File: src/rtl/prog_clock_divider_if.sv
// -----------------------------------------------------------------------------
// prog_clock_divider_if
//   Control/status bundle for the programmable clock divider.
//
//   Signals (CHANNELS wide unless noted; slice i of a packed field is
//   [i*WIDTH +: WIDTH]):
//     en         per-channel run enable
//     load       per-channel configuration load strobe
//     period_in  CHANNELS*WIDTH, period minus one
//     high_in    CHANNELS*WIDTH, high time in cycles
//     clk_out    divided clocks (registered)
//     tick       one-cycle pulse on the first cycle of each period (registered)
//     pending    a loaded configuration waits for the next period boundary
//
//   Modports:
//     master  the controller: drives en/load/period_in/high_in
//     slave   the divider: drives clk_out/tick/pending
// -----------------------------------------------------------------------------
interface prog_clock_divider_if #(
    parameter int CHANNELS = 2,
    parameter int WIDTH    = 16
);
    logic [CHANNELS-1:0]       en;
    logic [CHANNELS-1:0]       load;
    logic [CHANNELS*WIDTH-1:0] period_in;
    logic [CHANNELS*WIDTH-1:0] high_in;
    logic [CHANNELS-1:0]       clk_out;
    logic [CHANNELS-1:0]       tick;
    logic [CHANNELS-1:0]       pending;

    modport master (
        output en, load, period_in, high_in,
        input  clk_out, tick, pending
    );

    modport slave (
        input  en, load, period_in, high_in,
        output clk_out, tick, pending
    );
endinterface

File: src/rtl/prog_clock_divider.sv
// -----------------------------------------------------------------------------
// prog_clock_divider
//   Multi-channel runtime-programmable clock divider. Each channel produces a
//   divided clock of N = P+1 cycles with H high cycles at the start of each
//   period, plus a registered period-start tick. New configurations are held
//   in a shadow register and only take effect on a period boundary, so the
//   output never shows a runt pulse.
//
//   Ports:
//     clk   rising-edge clock
//     rst   asynchronous active-high reset
//     bus   prog_clock_divider_if.slave (en, load, period_in, high_in in;
//           clk_out, tick, pending out)
// -----------------------------------------------------------------------------
module prog_clock_divider #(
    parameter int          CHANNELS     = 2,
    parameter int          WIDTH        = 16,
    parameter int unsigned RESET_PERIOD = 127,
    parameter int unsigned RESET_HIGH   = 64
) (
    input  logic                  clk,
    input  logic                  rst,
    prog_clock_divider_if.slave   bus
);

    localparam logic [WIDTH-1:0] RST_P = WIDTH'(RESET_PERIOD);
    localparam logic [WIDTH-1:0] RST_H = WIDTH'(RESET_HIGH);

    logic [CHANNELS-1:0] clk_out_v;
    logic [CHANNELS-1:0] tick_v;
    logic [CHANNELS-1:0] pending_v;

    for (genvar ch = 0; ch < CHANNELS; ch++) begin : g_ch
        logic [WIDTH-1:0] cnt_q, cnt_d;
        logic [WIDTH-1:0] p_q, p_d, h_q, h_d;
        logic [WIDTH-1:0] ps_q, ps_d, hs_q, hs_d;
        logic             pend_q, pend_d;
        logic             run_q, run_d;
        logic             clk_q, clk_d;
        logic             tick_q, tick_d;
        logic [WIDTH-1:0] period_s, high_s;
        logic             wrap;
        logic             boundary;

        always_comb begin
            // NOTE: every variable gets a default before any branch so no
            // path leaves it unassigned, which would infer a latch.
            period_s = bus.period_in[ch*WIDTH +: WIDTH];
            high_s   = bus.high_in[ch*WIDTH +: WIDTH];
            p_d      = p_q;
            h_d      = h_q;
            ps_d     = ps_q;
            hs_d     = hs_q;
            pend_d   = pend_q;
            run_d    = 1'b0;
            cnt_d    = '0;
            clk_d    = 1'b0;
            tick_d   = 1'b0;

            wrap = run_q && (cnt_q == p_q);
            // Configuration may change whenever this edge does not continue
            // an ongoing period: a wrap, a start, or any non-running edge.
            boundary = !(bus.en[ch] && run_q && !wrap);

            if (bus.load[ch]) begin
                ps_d = period_s;
                hs_d = high_s;
                if (boundary) begin
                    // Bypass the shadow: the new period uses this config.
                    p_d    = period_s;
                    h_d    = high_s;
                    pend_d = 1'b0;
                end else begin
                    pend_d = 1'b1;
                end
            end else if (pend_q && boundary) begin
                p_d    = ps_q;
                h_d    = hs_q;
                pend_d = 1'b0;
            end

            if (bus.en[ch]) begin
                run_d  = 1'b1;
                tick_d = !run_q || wrap;
                cnt_d  = tick_d ? '0 : cnt_q + WIDTH'(1);
                // Compare the next count against the high time in force for
                // that cycle so outputs move on the same edge as the counter.
                clk_d  = cnt_d < h_d;
            end
        end

        // NOTE: state registers use non-blocking assignments so every flop
        // samples pre-edge values regardless of process ordering.
        // NOTE: all state, including the active and shadow configuration,
        // is reset so an aborted pending load is discarded.
        always_ff @(posedge clk or posedge rst) begin
            if (rst) begin
                cnt_q  <= '0;
                p_q    <= RST_P;
                h_q    <= RST_H;
                ps_q   <= RST_P;
                hs_q   <= RST_H;
                pend_q <= 1'b0;
                run_q  <= 1'b0;
                clk_q  <= 1'b0;
                tick_q <= 1'b0;
            end else begin
                cnt_q  <= cnt_d;
                p_q    <= p_d;
                h_q    <= h_d;
                ps_q   <= ps_d;
                hs_q   <= hs_d;
                pend_q <= pend_d;
                run_q  <= run_d;
                clk_q  <= clk_d;
                tick_q <= tick_d;
            end
        end

        assign clk_out_v[ch] = clk_q;
        assign tick_v[ch]    = tick_q;
        assign pending_v[ch] = pend_q;
    end

    assign bus.clk_out = clk_out_v;
    assign bus.tick    = tick_v;
    assign bus.pending = pending_v;

endmodule

File: src/flat_wrapper.sv
// flat-port wrapper written by rule: the top's interface ports become plain ports
module prog_clock_divider_flat 
#(
    parameter int          CHANNELS     = 2,
    parameter int          WIDTH        = 16,
    parameter int unsigned RESET_PERIOD = 127,
    parameter int unsigned RESET_HIGH   = 64
)
  (clk, rst, bus_en, bus_load, bus_period_in, bus_high_in, bus_clk_out, bus_tick, bus_pending);
  prog_clock_divider_if #(.CHANNELS(CHANNELS), .WIDTH(WIDTH)) bus_i ();
  input  logic clk;
  input  logic rst;
  input wire logic [$bits(bus_i.en)-1:0] bus_en;
  input wire logic [$bits(bus_i.load)-1:0] bus_load;
  input wire logic [$bits(bus_i.period_in)-1:0] bus_period_in;
  input wire logic [$bits(bus_i.high_in)-1:0] bus_high_in;
  output wire logic [$bits(bus_i.clk_out)-1:0] bus_clk_out;
  output wire logic [$bits(bus_i.tick)-1:0] bus_tick;
  output wire logic [$bits(bus_i.pending)-1:0] bus_pending;
  assign bus_i.en = bus_en;
  assign bus_i.load = bus_load;
  assign bus_i.period_in = bus_period_in;
  assign bus_i.high_in = bus_high_in;
  assign bus_clk_out = bus_i.clk_out;
  assign bus_tick = bus_i.tick;
  assign bus_pending = bus_i.pending;
  prog_clock_divider #(.CHANNELS(CHANNELS), .WIDTH(WIDTH), .RESET_PERIOD(RESET_PERIOD), .RESET_HIGH(RESET_HIGH)) u_core (.clk(clk), .rst(rst), .bus(bus_i));
endmodule
File: config.mk
export PLATFORM = sky130hd
export DESIGN_NAME = prog_clock_divider_flat
export DESIGN_NICKNAME = d
export VERILOG_FILES = /design/src/rtl/prog_clock_divider_if.sv /design/src/rtl/prog_clock_divider.sv /design/src/flat_wrapper.sv
export SDC_FILE = /design/constraint.sdc
export NUM_CORES = 1
export LEC_CHECK = 0
export ABC_AREA = 1
export BUFFER_PORTS_ARGS = -buffer_cell sky130_fd_sc_hd__buf_2
export CORE_UTILIZATION = 45
export DETAILED_ROUTE_END_ITERATION = 10
export SETUP_SLACK_MARGIN = 0.15
export SYNTH_ARGS = -nofsm -noshare
export SYNTH_HDL_FRONTEND = slang
export SYNTH_SLANG_ARGS = --single-unit
File: constraint.sdc
create_clock -name clk -period 16.87 [get_ports clk]
set_input_delay 3.374 -clock clk [delete_from_list [all_inputs] [get_ports clk]]
set_output_delay 3.374 -clock clk [all_outputs]
set_load 0.01 [all_outputs]
==> report_table.html, run 1 <==
<table>
<tr><th>Metric</th><th>Value</th></tr>
<tr><th colspan="2">Cells and area</th></tr>
<tr><td>Final layout net count</td><td>1,263</td></tr>
<tr><td>Layout overhead on the synthesized area</td><td>13.0%</td></tr>
<tr><td>Most common cell after layout, fill and taps aside</td><td>nand2_1</td></tr>
<tr><td>Final non-filler cell area</td><td>0.00977 mm²</td></tr>
<tr><td>Fraction of final layout cells sized beyond drive strength 1</td><td>14.0%</td></tr>
<tr><td>Most frequent cells in the layout</td><td>347 x nand2_1, 157 x inv_1, 136 x dfrtp_1</td></tr>
<tr><td>Number of antenna repair diodes</td><td>0</td></tr>
<tr><th colspan="2">Outcome</th></tr>
<tr><td>Run status</td><td>finished clean</td></tr>
<tr><th colspan="2">GRT</th></tr>
<tr><td>Initial antenna violation count</td><td>0</td></tr>
<tr><td>GR Util met2</td><td>36.7%</td></tr>
<tr><td>Total routing resource utilization after global routing</td><td>20.5%</td></tr>
<tr><td>Met3 usage</td><td>3.60%</td></tr>
<tr><td>Grt total ovfl</td><td>0</td></tr>
<tr><td>Busiest layer in global routing</td><td>met2</td></tr>
<tr><td>Largest net degree at the start of global routing</td><td>108</td></tr>
<tr><td>Number of global-route vias before repair</td><td>6,793</td></tr>
<tr><td>Met1 demand-to-capacity share in global routing</td><td>24.8%</td></tr>
<tr><td>Global-route wire length before repair</td><td>31,900 µm</td></tr>
<tr><th colspan="2">Logic synthesis</th></tr>
<tr><td>Synthesis warning total</td><td>0</td></tr>
<tr><td>Async set-reset flop share out of synthesis</td><td>100%</td></tr>
<tr><td>Most used DFF post-synth</td><td>dfrtp_1</td></tr>
<tr><td>Top cell type's share of synthesized area</td><td>39.4%</td></tr>
<tr><td>Synth Net Count</td><td>1,209</td></tr>
<tr><td>Cell taking the most area after synthesis</td><td>dfrtp_1</td></tr>
<tr><td>Largest cells by area after synthesis</td><td>dfrtp_1 39%, nand2_1 15%, dfstp_2 9.7%</td></tr>
<tr><td>Post-Synthesis Cells</td><td>1,107</td></tr>
<tr><td>Count of unique library cells instantiated by Yosys</td><td>36</td></tr>
<tr><td>Part of the Yosys area used for sequential elements</td><td>49.1%</td></tr>
<tr><td>Average cell area after synthesis</td><td>7.81 µm²</td></tr>
<tr><td>Count of flip-flops with a built-in enable after synthesis</td><td>0</td></tr>
<tr><td>Cell area after synthesis</td><td>0.00865 mm²</td></tr>
<tr><td>Total of flip-flops plus latches after synthesis</td><td>168</td></tr>
<tr><th colspan="2">Worst hold path</th></tr>
<tr><td>Hold Path Class</td><td>reg -&gt; reg</td></tr>
<tr><th colspan="2">Clocking</th></tr>
<tr><td>Total clock sinks</td><td>168</td></tr>
<tr><td>Post-CTS clock slew at the launch and capture registers of the worst setup and hold paths</td><td>0.06 ns</td></tr>
<tr><td>Cell at the root of the clock tree</td><td>clkbuf_16</td></tr>
<tr><td>Total of cells resized after clock tree synthesis</td><td>0</td></tr>
<tr><td>Number of buffers created by CTS</td><td>17</td></tr>
<tr><td>Count of buffers added by post-CTS timing repair for setup</td><td>0</td></tr>
<tr><td>Htree depth</td><td>4</td></tr>
<tr><td>Number of buffers on the longest clock path</td><td>2</td></tr>
<tr><td>Cts-stage hold buffer count</td><td>0</td></tr>
<tr><td>CTS tree</td><td>done</td></tr>
<tr><td>Worst skew pair latency</td><td>0.43 ns</td></tr>
<tr><th colspan="2">Routing</th></tr>
<tr><td>Number of DRC markers after the initial detailed-route iteration</td><td>231</td></tr>
<tr><td>Total number of vias</td><td>6,921</td></tr>
<tr><td>Number of nets with antenna violations after routing</td><td>0</td></tr>
<tr><td>Average routed wire per standard cell</td><td>13.4 µm</td></tr>
<tr><td>Detailed Routing Iterations Pass 1</td><td>4</td></tr>
<tr><td>Number of DRC violations after detailed routing</td><td>0</td></tr>
<tr><td>WL final</td><td>18,800 µm</td></tr>
<tr><td>Average vias per placed instance</td><td>4.92</td></tr>
<tr><th colspan="2">Worst setup path</th></tr>
<tr><td>Cell-by-cell listing of the critical path</td><td>buf_2 -&gt; buf_4 -&gt; clkinv_1 -&gt; nor2_1 -&gt; inv_2 -&gt; a22oi_1 -&gt; a21oi_1 -&gt; ha_1 -&gt; a21oi_1 -&gt; nor2_1 -&gt; a211oi_1 -&gt; nand2_1 -&gt; a21oi_2</td></tr>
<tr><td>Maximum net fanout on the critical path</td><td>65</td></tr>
<tr><td>Number of cells on the critical path</td><td>13</td></tr>
<tr><td>Startpoint of the worst register-to-register path</td><td>u_core.g_ch[1].p_q[0]</td></tr>
<tr><td>Crit path launch type</td><td>input port</td></tr>
<tr><td>Required time at the endpoint of the critical path</td><td>17.23 ns</td></tr>
<tr><td>Crit path arrival time</td><td>6.28 ns</td></tr>
<tr><td>Worst Setup Path Type</td><td>in -&gt; reg</td></tr>
<tr><td>Capture instance of the worst register-to-register path</td><td>u_core.g_ch[1].clk_q</td></tr>
<tr><td>Register-to-register setup slack</td><td>13.30 ns</td></tr>
<tr><td>Largest stage delay, worst path</td><td>0.69 ns</td></tr>
<tr><td>CP max stage cell</td><td>clkinv_1</td></tr>
<tr><td>Capture point of the worst path</td><td>u_core.g_ch[1].clk_q</td></tr>
<tr><td>Cell type group with the largest total delay on the critical path</td><td>buffers and inverters</td></tr>
<tr><td>Crit path capture type</td><td>flop</td></tr>
<tr><td>R2R depth</td><td>18</td></tr>
<tr><td>Crit path buffers/inverters</td><td>4</td></tr>
<tr><td>Origin of the worst setup path</td><td>bus_load[1]</td></tr>
<tr><th colspan="2">Timing</th></tr>
<tr><td>Transition time at the pin with the least slew margin</td><td>1.08 ns</td></tr>
<tr><td>Time the final worst path needs with I/O delays and setup</td><td>5.92 ns</td></tr>
<tr><td>Max Slew Vio Count</td><td>0</td></tr>
<tr><td>Maximum clock frequency</td><td>169 MHz</td></tr>
<tr><td>Total negative slack</td><td>0 ns</td></tr>
<tr><td>Headroom to the max-slew limit</td><td>27.8%</td></tr>
<tr><td>Setup-failing EPs final</td><td>0</td></tr>
<tr><td>Unrepaired setup endpoints after global routing</td><td>false</td></tr>
<tr><td>Maximum clock skew at final layout</td><td>0.0135 ns</td></tr>
<tr><td>Total count of hold-check failures in the final report</td><td>0</td></tr>
<tr><td>Ratio of final minimum period to clock period</td><td>35.1%</td></tr>
<tr><th colspan="2">Floorplan</th></tr>
<tr><td>Number of primary I/O pins</td><td>76</td></tr>
<tr><td>Std-Cell Core Area</td><td>0.0188 mm²</td></tr>
<tr><td>Y dimension of the die</td><td>141 µm</td></tr>
<tr><td>Die outline area</td><td>0.0198 mm²</td></tr>
<tr><td>Cell Rows</td><td>50</td></tr>
<tr><td>Starting density of the core</td><td>46.1%</td></tr>
<tr><td>Chip Width</td><td>141 µm</td></tr>
<tr><th colspan="2">Place</th></tr>
<tr><td>Buffers added on ports</td><td>75</td></tr>
<tr><td>Placed cell areas</td><td>0.00914 mm²</td></tr>
<tr><td>Last weighted congestion value of the routability-driven placer</td><td>0.801</td></tr>
<tr><td>Detailed placement HPWL</td><td>12,900 µm</td></tr>
<tr><th colspan="2">Power and ir drop</th></tr>
<tr><td>Worst ir drop on vdd</td><td>0.0728 mV</td></tr>
<tr><td>Power density over the cells</td><td>103 mW/mm²</td></tr>
<tr><td>Leakage component of the power</td><td>5.07 nW</td></tr>
<tr><th colspan="2">Job</th></tr>
<tr><td>Max-cap violation count</td><td>0</td></tr>
</table>
[metal layers]
layer / vias to the layer above / share of wire (%)
met3: 18 / 2.5
met1: 3252 / 44
met5: - / 0
met4: 0 / 1.2
li1: 3567 / -
met2: 84 / 53
[metrics by stage]
| stage | total power (W) | hold WS [ns] | worst slack, ns | utilization (%) | cells |
|---|---|---|---|---|---|
| floorplan | 0.000558 | 0.436 | 9.00 | - | 1107 |
| global placement | 0.000591 | 0.453 | 10.57 | 48.7 | 1376 |
| detailed placement | 0.000594 | 0.460 | 10.49 | 48.7 | 1376 |
| CTS | 0.00102 | 0.474 | 10.91 | 52.0 | 1408 |
| global route | 0.00106 | 0.498 | 10.58 | 52.0 | 1408 |
| finish | 0.00100 | 0.471 | 10.95 | 52.0 | 1408 |
[Yosys cell counts (all sizes together) (4+ instances only)]
master	count
dfrtp	136
a31oi	5
a22oi	12
dfstp	32
nor3	24
a21oi	53
a211oi	6
clkbuf	24
inv	165
o21ai	105
buf	21
ha	32
nor4	8
nand2	348
nand3	17
xor2	16
nand4	4
nor2	89
[flip-flops by register name, indices dropped and copies added (netlist names)]
name and flops:
u_core.g_ch.h_q 32, u_core.g_ch.p_q 32, u_core.g_ch.hs_q 32, u_core.g_ch.cnt_q 32, u_core.g_ch.clk_q 2, u_core.g_ch.tick_q 2, u_core.g_ch.pend_q 2, u_core.g_ch.ps_q 32
u_core.g_ch.run_q 2
[logic make-up (layout without fill, tap and decap cells)]
| logic type | count (synthesis) | count (layout) | share of synthesized area, % |
|---|---|---|---|
| compound gates | 184 | 184 | 11.4 |
| xor+xnor | 18 | 18 | 1.82 |
| fa+ha+maj | 32 | 32 | 4.63 |
| buf+inv | 212 | 279 | 9.75 |
| flops | 168 | 168 | 49.1 |
| simple gates | 493 | 493 | 23.3 |
[report_power, final]
group	internal [W]	switching [W]	leakage, nW
Clock	0.000260	0.000160	0.308
Combinational	0.0000424	0.0000827	2.72
Sequential	0.000446	0.0000145	2.04
[worst register-to-register path: cells and delay by family (launching register included)]
kind                     cells  cell delay, ns
AO/OA/AOI/OAI                6            0.87
adder cells (fa/ha/maj)      1            0.28
buffers and inverters        2            0.48
AND/OR/NAND/NOR              9            1.36
flip-flops                   1            0.53
[cell type report]
cell class                 count  area [µm²]
clock buffer                  24         482
clock inverter                 8         144
fill                        1849        9000
tap                          234         293
sequential                   168        4240
timing repair buffer          80         413
multi-input combinational    727        3560
inverter                     167         632
[worst min path at each step]
stage,cells after the start,to,startpoint
2_1_floorplan,2,u_core.g_ch[1].ps_q[13],u_core.g_ch[1].ps_q[13]
3_3_place_gp,2,u_core.g_ch[0].hs_q[12],u_core.g_ch[0].hs_q[12]
3_5_place_dp,2,u_core.g_ch[0].ps_q[15],u_core.g_ch[0].ps_q[15]
4_1_cts,2,u_core.g_ch[0].ps_q[15],u_core.g_ch[0].ps_q[15]
5_1_grt,2,u_core.g_ch[0].ps_q[5],u_core.g_ch[0].ps_q[5]
6_report,2,u_core.g_ch[0].ps_q[8],u_core.g_ch[0].ps_q[8]
Power figures use the tool's default switching activity.
==> run 2, diff against run 1 <==
--- a/config.mk
+++ b/config.mk
@@ -9,6 +9,7 @@
 export BUFFER_PORTS_ARGS = -buffer_cell sky130_fd_sc_hd__buf_2
 export CORE_UTILIZATION = 45
 export DETAILED_ROUTE_END_ITERATION = 10
+export PLACE_DENSITY = 0.65
 export SETUP_SLACK_MARGIN = 0.15
 export SYNTH_ARGS = -nofsm -noshare
 export SYNTH_HDL_FRONTEND = slang
==> constraint.sdc (replaced) <==
create_clock -name clk -period 5.35 [get_ports clk]
set_input_delay 1.07 -clock clk [delete_from_list [all_inputs] [get_ports clk]]
set_output_delay 1.07 -clock clk [all_outputs]
set_load 0.01 [all_outputs]
==> report_table.html, run 2 (synthesis results as in run 1) <==
<table>
<tr><th>Metric</th><th>Value</th></tr>
<tr><th colspan="2">Outcome</th></tr>
<tr><td>Run status</td><td>finished clean</td></tr>
<tr><th colspan="2">Clocking</th></tr>
<tr><td>Cts-stage hold buffer count</td><td>0</td></tr>
<tr><td>Worst skew pair latency</td><td>0.44 ns</td></tr>
<tr><td>CTS tree</td><td>done</td></tr>
<tr><td>Total clock sinks</td><td>168</td></tr>
<tr><td>Cell at the root of the clock tree</td><td>clkbuf_16</td></tr>
<tr><td>Post-CTS clock slew at the launch and capture registers of the worst setup and hold paths</td><td>0.07 ns</td></tr>
<tr><td>Htree depth</td><td>4</td></tr>
<tr><td>Number of buffers created by CTS</td><td>17</td></tr>
<tr><td>Number of buffers on the longest clock path</td><td>2</td></tr>
<tr><td>Count of buffers added by post-CTS timing repair for setup</td><td>0</td></tr>
<tr><td>Total of cells resized after clock tree synthesis</td><td>0</td></tr>
<tr><th colspan="2">Timing</th></tr>
<tr><td>Unrepaired setup endpoints after global routing</td><td>false</td></tr>
<tr><td>Maximum clock frequency</td><td>282 MHz</td></tr>
<tr><td>Maximum clock skew at final layout</td><td>0.00984 ns</td></tr>
<tr><td>Ratio of final minimum period to clock period</td><td>66.3%</td></tr>
<tr><td>Time the final worst path needs with I/O delays and setup</td><td>3.55 ns</td></tr>
<tr><td>Headroom to the max-slew limit</td><td>28.6%</td></tr>
<tr><td>Setup-failing EPs final</td><td>0</td></tr>
<tr><td>Least setup slack across all paths after layout</td><td>1.80 ns</td></tr>
<tr><td>Max Slew Vio Count</td><td>0</td></tr>
<tr><td>Total negative slack</td><td>0 ns</td></tr>
<tr><td>Total count of hold-check failures in the final report</td><td>0</td></tr>
<tr><td>Final hold slack</td><td>0.470 ns</td></tr>
<tr><td>Transition time at the pin with the least slew margin</td><td>1.07 ns</td></tr>
<tr><th colspan="2">Floorplan</th></tr>
<tr><td>Number of primary I/O pins</td><td>76</td></tr>
<tr><td>Cell Rows</td><td>50</td></tr>
<tr><td>Chip Width</td><td>141 µm</td></tr>
<tr><td>Y dimension of the die</td><td>141 µm</td></tr>
<tr><td>Die outline area</td><td>0.0198 mm²</td></tr>
<tr><td>Std-Cell Core Area</td><td>0.0188 mm²</td></tr>
<tr><td>Starting density of the core</td><td>46.1%</td></tr>
<tr><th colspan="2">Power and ir drop</th></tr>
<tr><td>Power share of the sequential group</td><td>45.8%</td></tr>
<tr><td>Switch share</td><td>27.6%</td></tr>
<tr><td>Leakage component of the power</td><td>5.07 nW</td></tr>
<tr><td>Cell-internal power</td><td>0.00229 W</td></tr>
<tr><td>Worst ir drop on vdd</td><td>0.221 mV</td></tr>
<tr><td>Combinational Power Share</td><td>12.5%</td></tr>
<tr><td>Clock share of power</td><td>41.8%</td></tr>
<tr><td>Power density over the cells</td><td>324 mW/mm²</td></tr>
<tr><td>Switching power</td><td>0.000874 W</td></tr>
<tr><th colspan="2">Worst setup path</th></tr>
<tr><td>Worst Setup Path Type</td><td>reg -&gt; reg</td></tr>
<tr><td>CP max stage cell</td><td>dfstp_2</td></tr>
<tr><td>Crit path arrival time</td><td>3.91 ns</td></tr>
<tr><td>Cell-by-cell listing of the critical path</td><td>inv_1 -&gt; nand2_1 -&gt; nand2_1 -&gt; a21oi_1 -&gt; nand2_1 -&gt; nor2_1 -&gt; nand2_2 -&gt; nand3_2 -&gt; nand2_1 -&gt; inv_2 -&gt; a21oi_1 -&gt; a21oi_1 -&gt; ha_1 -&gt; a21oi_1 -&gt; nor2_1 -&gt; a211oi_1 -&gt; nand2_1 -&gt; a21oi_2</td></tr>
<tr><td>Required time at the endpoint of the critical path</td><td>5.71 ns</td></tr>
<tr><td>Maximum net fanout on the critical path</td><td>20</td></tr>
<tr><td>Most common cell type on the critical path</td><td>nand2_1</td></tr>
<tr><td>Largest stage delay, worst path</td><td>0.53 ns</td></tr>
<tr><td>Crit path capture type</td><td>flop</td></tr>
<tr><td>Crit path launch type</td><td>flop</td></tr>
<tr><th colspan="2">Cells and area</th></tr>
<tr><td>Final non-filler cell area</td><td>0.00978 mm²</td></tr>
<tr><td>Number of antenna repair diodes</td><td>0</td></tr>
<tr><td>Most common cell after layout, fill and taps aside</td><td>nand2_1</td></tr>
<tr><td>Most frequent cells in the layout</td><td>347 x nand2_1, 157 x inv_1, 136 x dfrtp_1</td></tr>
<tr><td>Fraction of final layout cells sized beyond drive strength 1</td><td>14.2%</td></tr>
<tr><td>Final layout net count</td><td>1,262</td></tr>
<tr><td>Layout overhead on the synthesized area</td><td>13.1%</td></tr>
<tr><th colspan="2">GRT</th></tr>
<tr><td>Total routing resource utilization after global routing</td><td>19.5%</td></tr>
<tr><td>Initial antenna violation count</td><td>0</td></tr>
<tr><td>Number of global-route vias before repair</td><td>6,721</td></tr>
<tr><td>Global-route wire length before repair</td><td>30,700 µm</td></tr>
<tr><td>Grt total ovfl</td><td>0</td></tr>
<tr><td>Largest net degree at the start of global routing</td><td>138</td></tr>
<tr><th colspan="2">Routing</th></tr>
<tr><td>Number of DRC violations after detailed routing</td><td>0</td></tr>
<tr><td>Average routed wire per standard cell</td><td>12.8 µm</td></tr>
<tr><td>WL final</td><td>18,000 µm</td></tr>
<tr><td>Average vias per placed instance</td><td>4.89</td></tr>
<tr><td>Detailed Routing Iterations Pass 1</td><td>5</td></tr>
<tr><td>Number of nets with antenna violations after routing</td><td>0</td></tr>
<tr><td>Total number of vias</td><td>6,875</td></tr>
<tr><td>Number of DRC markers after the initial detailed-route iteration</td><td>350</td></tr>
<tr><th colspan="2">Worst hold path</th></tr>
<tr><td>Hold Path Class</td><td>reg -&gt; reg</td></tr>
<tr><th colspan="2">Place</th></tr>
<tr><td>Worst setup slack after placement</td><td>1.69 ns</td></tr>
<tr><td>Detailed placement HPWL</td><td>12,400 µm</td></tr>
<tr><td>Last weighted congestion value of the routability-driven placer</td><td>0.838</td></tr>
<tr><td>Placed cell areas</td><td>0.00915 mm²</td></tr>
<tr><td>Buffers added on ports</td><td>75</td></tr>
<tr><th colspan="2">Job</th></tr>
<tr><td>Max-cap violation count</td><td>0</td></tr>
</table>
## run 2: path summary, 6_finish.rpt
path                                   startpoint  depth (start not counted)                endpoint  slack [ns]
min                        u_core.g_ch[1].ps_q[7]                          2  u_core.g_ch[1].ps_q[7]        0.47
max reg2reg                 u_core.g_ch[1].p_q[6]                         18    u_core.g_ch[1].clk_q        1.80
max                         u_core.g_ch[1].p_q[6]                         18    u_core.g_ch[1].clk_q        1.80
min in group asynchronous                     rst                          2  u_core.g_ch[1].h_q[13]        0.74
min reg2reg                u_core.g_ch[1].ps_q[7]                          2  u_core.g_ch[1].ps_q[7]        0.47
max in group asynchronous                     rst                          3  u_core.g_ch[1].ps_q[9]        3.48
## run 2: cell type report
type                            instances  area, µm²
Multi-Input combinational cell        727       3560
Timing Repair Buffer                   79        418
Fill cell                            1816       8990
Clock buffer                           17        425
Clock inverter                         15        205
Tap cell                              234        293
Sequential cell                       168       4240
Inverter                              167        631
## run 2: critical path: cells and delay by family, from the launching register on
family | cells | cell delay, ns
AOI/OAI and AO/OA | 6 | 0.91
adders and majority gates | 1 | 0.28
buffers and inverters | 2 | 0.45
DFF | 1 | 0.53
and+or+nand+nor | 9 | 1.30
## run 2: power by group through the flow
stage,logic (W),registers [W],clock network [W]
CTS,0.000403,0.00145,0.00135
detailed placement,0.000399,0.00147,0
global route,0.000468,0.00146,0.00140
finish,0.000395,0.00145,0.00132
floorplan,0.000300,0.00146,0
global placement,0.000391,0.00147,0
## run 2: stage by stage
step / util, % / cells / total power (W)
floorplan: - / 1107 / 0.00176
global placement: 48.7 / 1375 / 0.00186
detailed placement: 48.7 / 1375 / 0.00187
CTS: 52.1 / 1407 / 0.00321
global route: 52.1 / 1407 / 0.00333
finish: 52.1 / 1407 / 0.00317
## run 2: metal layers
| metal | track usage (%) | share of wire [%] |
|---|---|---|
| met4 | 6.81 | 1.8 |
| met3 | 3.50 | 2.6 |
| met5 | 0 | 0 |
| met2 | 35.7 | 52 |
| met1 | 22.9 | 44 |
